==> src/rtl/serial_adder_ctrl_pkg.sv <==
// ============================================================================
// serial_adder_ctrl_pkg : shared state encoding and default sizing
// Rev 1.0
// ============================================================================
`default_nettype none

package serial_adder_ctrl_pkg;

    localparam int DEFAULT_WIDTH = 8;
    localparam int DEFAULT_CNT_W = 5;

    // Encoding 2'd3 is unused; the controller steers it back to S_IDLE.
    typedef enum logic [1:0] {
        S_IDLE = 2'd0,
        S_RUN  = 2'd1,
        S_DONE = 2'd2
    } state_e;

endpackage

`default_nettype wire

==> src/rtl/full_adder_1b.sv <==
// ============================================================================
// full_adder_1b : single-bit full adder cell time-shared by the controller
// Rev 1.0
// ============================================================================
`default_nettype none

module full_adder_1b (
    input  logic a,
    input  logic b,
    input  logic ci,
    output logic s,
    output logic co
);

    assign s  = a ^ b ^ ci;
    assign co = (a & b) | (ci & (a ^ b));

endmodule

`default_nettype wire

==> src/rtl/serial_adder_ctrl.sv <==
// ============================================================================
// serial_adder_ctrl : LSB-first bit-serial add/subtract sequencer around one
//                     full-adder cell; reports carry, signed overflow, zero
// Rev 1.0
// ============================================================================
`default_nettype none

module serial_adder_ctrl
    import serial_adder_ctrl_pkg::*;
#(
    parameter int WIDTH = DEFAULT_WIDTH,
    parameter int CNT_W = DEFAULT_CNT_W
) (
    input  logic             clk,
    input  logic             rst_n,
    input  logic             start,
    input  logic             sub,
    input  logic [WIDTH-1:0] a_in,
    input  logic [WIDTH-1:0] b_in,
    input  logic             cin,
    output logic             busy,
    output logic             done,
    output logic [WIDTH-1:0] sum,
    output logic             cout,
    output logic             ovf,
    output logic             zero
);

    state_e             state_q, state_d;
    logic [WIDTH-1:0]   a_q, a_d;
    logic [WIDTH-1:0]   b_q, b_d;
    logic [WIDTH-1:0]   sum_q, sum_d;
    logic [CNT_W-1:0]   cnt_q, cnt_d;
    logic               carry_q, carry_d;
    logic               cout_q, cout_d;
    logic               ovf_q, ovf_d;
    logic               zero_q, zero_d;

    logic               fa_s;
    logic               fa_co;
    logic [WIDTH-1:0]   sum_shift;
    logic               last_bit;

    full_adder_1b u_fa (
        .a  (a_q[0]),
        .b  (b_q[0]),
        .ci (carry_q),
        .s  (fa_s),
        .co (fa_co)
    );

    // Sum bits arrive LSB first, so they enter from the MSB end.
    assign sum_shift = {fa_s, sum_q[WIDTH-1:1]};
    assign last_bit  = (cnt_q == CNT_W'(WIDTH - 1));

    always_comb begin
        state_d = state_q;
        a_d     = a_q;
        b_d     = b_q;
        sum_d   = sum_q;
        cnt_d   = cnt_q;
        carry_d = carry_q;
        cout_d  = cout_q;
        ovf_d   = ovf_q;
        zero_d  = zero_q;

        case (state_q)
            S_IDLE: begin
                if (start) begin
                    // Subtraction is A + ~B + 1: invert B and force carry-in.
                    a_d     = a_in;
                    b_d     = sub ? ~b_in : b_in;
                    carry_d = sub | cin;
                    cnt_d   = '0;
                    ovf_d   = 1'b0;
                    state_d = S_RUN;
                end
            end
            S_RUN: begin
                sum_d   = sum_shift;
                a_d     = a_q >> 1;
                b_d     = b_q >> 1;
                carry_d = fa_co;
                cnt_d   = cnt_q + CNT_W'(1);
                if (last_bit) begin
                    // carry_q here is the carry into the MSB.
                    ovf_d   = carry_q ^ fa_co;
                    cout_d  = fa_co;
                    zero_d  = (sum_shift == '0);
                    state_d = S_DONE;
                end
            end
            S_DONE: begin
                state_d = S_IDLE;
            end
            default: begin
                state_d = S_IDLE;
            end
        endcase
    end

    always_ff @(posedge clk or negedge rst_n) begin
        if (!rst_n) begin
            state_q <= S_IDLE;
            a_q     <= '0;
            b_q     <= '0;
            sum_q   <= '0;
            cnt_q   <= '0;
            carry_q <= 1'b0;
            cout_q  <= 1'b0;
            ovf_q   <= 1'b0;
            zero_q  <= 1'b0;
        end else begin
            state_q <= state_d;
            a_q     <= a_d;
            b_q     <= b_d;
            sum_q   <= sum_d;
            cnt_q   <= cnt_d;
            carry_q <= carry_d;
            cout_q  <= cout_d;
            ovf_q   <= ovf_d;
            zero_q  <= zero_d;
        end
    end

    assign busy = (state_q == S_RUN) || (state_q == S_DONE);
    assign done = (state_q == S_DONE);
    assign sum  = sum_q;
    assign cout = cout_q;
    assign ovf  = ovf_q;
    assign zero = zero_q;

endmodule

`default_nettype wire
==> config.mk <==
export PLATFORM = sky130hd
export DESIGN_NAME = serial_adder_ctrl
export DESIGN_NICKNAME = d
export VERILOG_FILES = /design/src/rtl/serial_adder_ctrl_pkg.sv /design/src/rtl/full_adder_1b.sv /design/src/rtl/serial_adder_ctrl.sv
export SDC_FILE = /design/constraint.sdc
export NUM_CORES = 1
export LEC_CHECK = 0
export ABC_AREA = 1
export CAP_MARGIN = 10
export CORE_UTILIZATION = 40
export CTS_CLUSTER_DIAMETER = 100
export DETAILED_ROUTE_END_ITERATION = 6
export REMOVE_ABC_BUFFERS = 1
export SETUP_SLACK_MARGIN = 0.5
export SLEW_MARGIN = 0
export SYNTH_ARGS = -nofsm -noshare
export SYNTH_HDL_FRONTEND = slang
export SYNTH_HIERARCHICAL = 1
export SYNTH_SLANG_ARGS = --single-unit
==> constraint.sdc <==
create_clock -name clk -period 2.5 [get_ports clk]
set_input_delay 0.25 -clock clk [delete_from_list [all_inputs] [get_ports clk]]
set_output_delay 0.25 -clock clk [all_outputs]
set_load 0.02 [all_outputs]
After elaboration in Yosys (flattened, before gate mapping) --
Cells that the tools add are included.
Operators by class: $add $sub $neg 1, eq/ne operators 5, multiplexer cells 15, bitwise logic cells 8, reductions and logical operators 8
Operators with widths (number):
- $pmux W8 S2 | 2
- $mux W8 | 3
- $pmux W5 S2 | 1
- $logic_not A8 Y1 | 1
- $not A8 Y8 | 1
- $reduce_and A2 Y1 | 3
- $add A5 B1 Y5 const B | 1
- $eq A5 B3 Y1 const B | 1
- $mux W5 | 1
- $mux W2 | 2
- $ne A2 B2 Y1 const B | 2
- $pmux W1 S2 | 2
- $pmux W2 S2 | 1
- $mux W1 | 3
- $reduce_and A3 Y1 | 1
- $xor A1 B1 Y1 | 3
- $and A1 B1 Y1 | 2
- $eq A2 B1 Y1 const B | 1
- $eq A2 B2 Y1 const B | 1
- $logic_not A2 Y1 | 1
- $or A1 B1 Y1 | 2
- $reduce_bool A2 Y1 | 1
- $logic_or A1 B1 Y1 | 1
Storage, ports and cells: flip-flop bits (word level) 35, output and inout port bits 13, word-level logic and storage cells 46

Depth between registers and ports, before layout --
depth after elaboration 6, depth in mapped cells 9, depth with buffers taken out 8

Cells and area by module --
Netlist, hierarchy kept.
Modules (own cells, without submodules):
- serial_adder_ctrl | instances 1, cells each 232, area an instance 1834.3 um^2, sequential area each 875.8 um^2
- full_adder_1b | instances 1, cells each 1, area an instance 20.0 um^2, sequential area each 0.0 um^2

Worst setup path after synthesis --
OpenSTA, ideal clock, no wires.
path kind reg2reg, from register state_q[1], to register a_q[1], setup time 0.127 ns, arrival 1.157 ns, data required time 2.373 ns, path slack 1.216 ns, cell stages (with the launch flop) 7, clock period less this slack 1.284 ns, cells stage by stage dfrtp_1 -> inv_1 -> ha_1 -> buf_6 -> or2_2 -> o211ai_1 -> o21ai_1
Between the ends: cells in the longest elaborated chain, start to end 3
Ends and longest elaborated chain:
- from (decl) | RTL line serial_adder_ctrl.sv:29 | state_e state_q, state_d;
- from (signal assigned) | RTL line serial_adder_ctrl.sv:114 | state_q <= state_d;
- $eq A2 B1 Y1 or $logic_not A2 Y1 (tied branches) | RTL line serial_adder_ctrl.sv:67 | case (state_q)
- $reduce_bool A2 Y1 (no line) or $ne A2 B2 Y1 (tied branches)
- $reduce_and A2 Y1 (no line)
- to (signal assigned) | RTL line serial_adder_ctrl.sv:105 | a_q <= '0;
- to (signal assigned) | RTL line serial_adder_ctrl.sv:115 | a_q <= a_d;
- to (decl) | RTL line serial_adder_ctrl.sv:30 | logic [WIDTH-1:0] a_q, a_d;
Parallel ways exist; a longest one is shown, timed or not. A chain may end at the register's enable or synchronous reset.

Worst setup path after layout --
from register state_q[0], to output port busy
Between the ends: cells in the longest elaborated chain, start to end 2
Ends and longest elaborated chain:
- $eq A2 B1 Y1 or $eq A2 B2 Y1 (tied branches) | RTL line serial_adder_ctrl.sv:126 | assign busy = (state_q == S_RUN) || (state_q == S_DONE);
- $logic_or A1 B1 Y1 (*) | RTL line serial_adder_ctrl.sv:126
- to (decl) | RTL line serial_adder_ctrl.sv:21 | output logic busy,
Mark *: on every way between the ends. The rest lies on a longest branch, timed or not.

==> results.md <==
* Number of synthesized register bits at 35
* Seq. cell area at 876 sq um
* Antenna Cells at 0
* Ports at 34
* Drt pass-1 iters at 4
* Share of cells above drive strength 1 at 6.44%
* Worst r2r path cells at 6
* CP Max Fanout at 3
* PD cells at 1190 nW/um^2
* CTS tree: yes
* Final HPWL DP at 2.38 mm
* Number of synthesized flops with an enable pin at 0
* Period utilization at 75.0%
* Row count at 24
* Final RePlAce weighted congestion at 0.734
* DRC at 0
* Skew-Pair Late Insertion Delay at 280 ps
* First-pass GRT wire length at 5.94 mm
* R2r setup slk at 720 ps
* Post-CTS setup buffer count at 0
* Layout Nets at 291
* CP Class: reg2out
* Status: finished, final reports clean
* Peak supply drop at 0.432 mV
* RSZ-0062 raised after global routing: no
* CP Capture Type: output pin
* Grt ovf at 0
* Final hold violations at 0
* Die ar. at 4910 sq um
* Worst Hold Slack at 388 ps
* Via count at 1531
* DRT antenna net count at 0
* Post-synthesis sequential area ratio at 47.2%
* CORE AREA at 4410 sq um
* TritonCTS Buffers at 5
* Drt wl/cell at 10.9 um
* Layout filler cell count at 435
* Number of global-route vias before repair at 1332
* Crit path required time at 2250 ps
* Max-Cap Viols at 0
* Crit path arrival time at 1620 ps
* Area Growth Syn to Fin at 21.6%
* Syn Area/Cell at 7.96 sq um
* Least-Margin Pin Slew at 626 ps
* Antenna violations before repair at 0
* Startpoint types: flop
* Largest net degree at the start of global routing at 36
* Die Wd at 70.1 um
* CTS H-Tree Depth at 2
* CTS root buf: clkbuf_8
* Synthesized area at 1850 sq um
* Worst R2R End: a_q[4]
* Leakage at 1.11 nW
* Distinct cells, synth at 22
* Setup TNS at 0 ps
* Fmax at 534 MHz
* Fraction of registers with async set/reset at 100%
* Detailed Route Iter0 Violations at 54
* Min-Delay Path Class: in2async
* Clk slew on worst S/H paths at 70 ps
* Worst slew margin at 58.3%
* Syn. warnings at 6
* Final Max Slew Viols at 0
* Total GRT Usage at 15.2%
* Layout Skew at 6.87 ps
* CTS Sinks at 35
* Setup violators final at 0
* Initial Utilization at 42.0%
* Die Height at 70.1 um
* Count of hold-fix buffers inserted at cts at 0
* Area of the multi-input gates at 818 sq um
* Worst R2R Start: state_q[1]
* Vias/cell at 4.84
* Most used DFF post-synth: dfrtp_1
* Gate Count Post-Synth at 233
* Clock Tree Buf Depth at 2
* Final wirelength at 3.45 mm
* Port bufs at 33
* Post-CTS Resized at 0
* Post-route minimum period at 1870 ps
worst max path at each step:
stage | to | from | cells past startpoint | slack [ps]
after floorplan | cnt_q[2] | state_q[1] | 7 | 530
after global placement | a_q[4] | state_q[1] | 6 | 760
after detailed placement | a_q[4] | state_q[1] | 6 | 700
after CTS | busy | state_q[0] | 3 | 610
after global routing | cnt_q[3] | state_q[1] | 7 | 560
final | busy | state_q[0] | 3 | 630
synth_stat cells, types with 2 or more instances:
master   instances  area [sq um]
nand3_1         13          65.1
nand2_1         97           364
ha_1             5          62.6
buf_6            6          67.6
xnor2_1          2          17.5
o21a_1           5          37.5
o21ai_1          9          45.0
buf_4            3          22.5
dfrtp_1         35           876
inv_1           13          48.8
nor2_1          17          63.8
a21oi_1          6          30.0
nand2_4          3          33.8
o21ai_0          9          45.0
buf_2            3          15.0
layout make-up:
cell class | instances | share of cell area [%]
clock buffer | 6 | 3.66
inverter | 14 | 2.44
timing repair buffer | 36 | 15.6
clock inverter | 1 | 0.222
multi-input combinational | 172 | 36.3
sequential | 35 | 38.8
tap | 52 | 2.89
worst max-delay path: stages (launching register included):
cell and delay (ps):
dfrtp_1 380, inv_1 90, ha_1 280, clkdlybuf4s50_1 590
cell usage in the layout, fill, tap and decap left out:
master,instances
fa_1,1
nand2_1,97
nand2_4,3
o21ai_2,1
or2_2,1
xnor2_1,2
a21oi_1,6
clkinv_2,1
buf_4,3
dfrtp_1,35
o21ai_0,9
inv_4,1
o21a_1,5
nand3_1,13
o21ai_1,9
o211ai_1,1
nand2_2,1
nor2_1,17
clkbuf_8,6
inv_1,13
ha_1,5
clkdlybuf4s50_1,33
nor3_1,1
per-stage QoR:
stage | std cells | power, mW | utilization (%) | worst slack [ps] | cell area (sq um)
floorplan | 221 | 1.87 | - | 535 | 1750
global placement | 309 | 2.29 | 49.1 | 759 | 2170
detailed placement | 309 | 2.32 | 49.1 | 702 | 2170
CTS | 316 | 2.73 | 51.1 | 609 | 2250
global route | 316 | 2.94 | 51.1 | 559 | 2250
finish | 316 | 2.69 | 51.1 | 626 | 2250
per-layer routing:
metal  up-vias  routed length, um  track usage (%)
li1        784                  -                -
met2        44               1560             24.5
met3         5                189             4.47
met4         0                 35             4.67
met5         -                  0                0
met1       698               1660             19.9
flip-flops by register name, indices dropped and copies added, names as in the netlist:
register	flops
zero	1
a_q	8
cout	1
b_q	8
cnt_q	5
sum	8
state_q	2
ovf	1
carry_q	1
where the power goes:
part	switching [mW]	total, mW	leakage [nW]	internal [mW]
clock network	0.190	0.405	0.0470	0.216
registers	0.151	0.954	0.445	0.804
logic	0.793	1.33	0.616	0.535
total	1.13	2.69	1.11	1.55
logic make-up (layout without fill, tap and decap cells):
group / after synthesis / count (layout) / share of synthesized area [%]
flip-flops: 35 / 35 / 47.2
AO/OA/AOI/OAI: 31 / 31 / 9.38
AND/OR/NAND/NOR: 133 / 133 / 29.4
adder cells (fa/ha/maj): 6 / 6 / 4.45
buffers and inverters: 26 / 57 / 8.64
XOR/XNOR: 2 / 2 / 0.945
(Power assumes the default switching activity.)
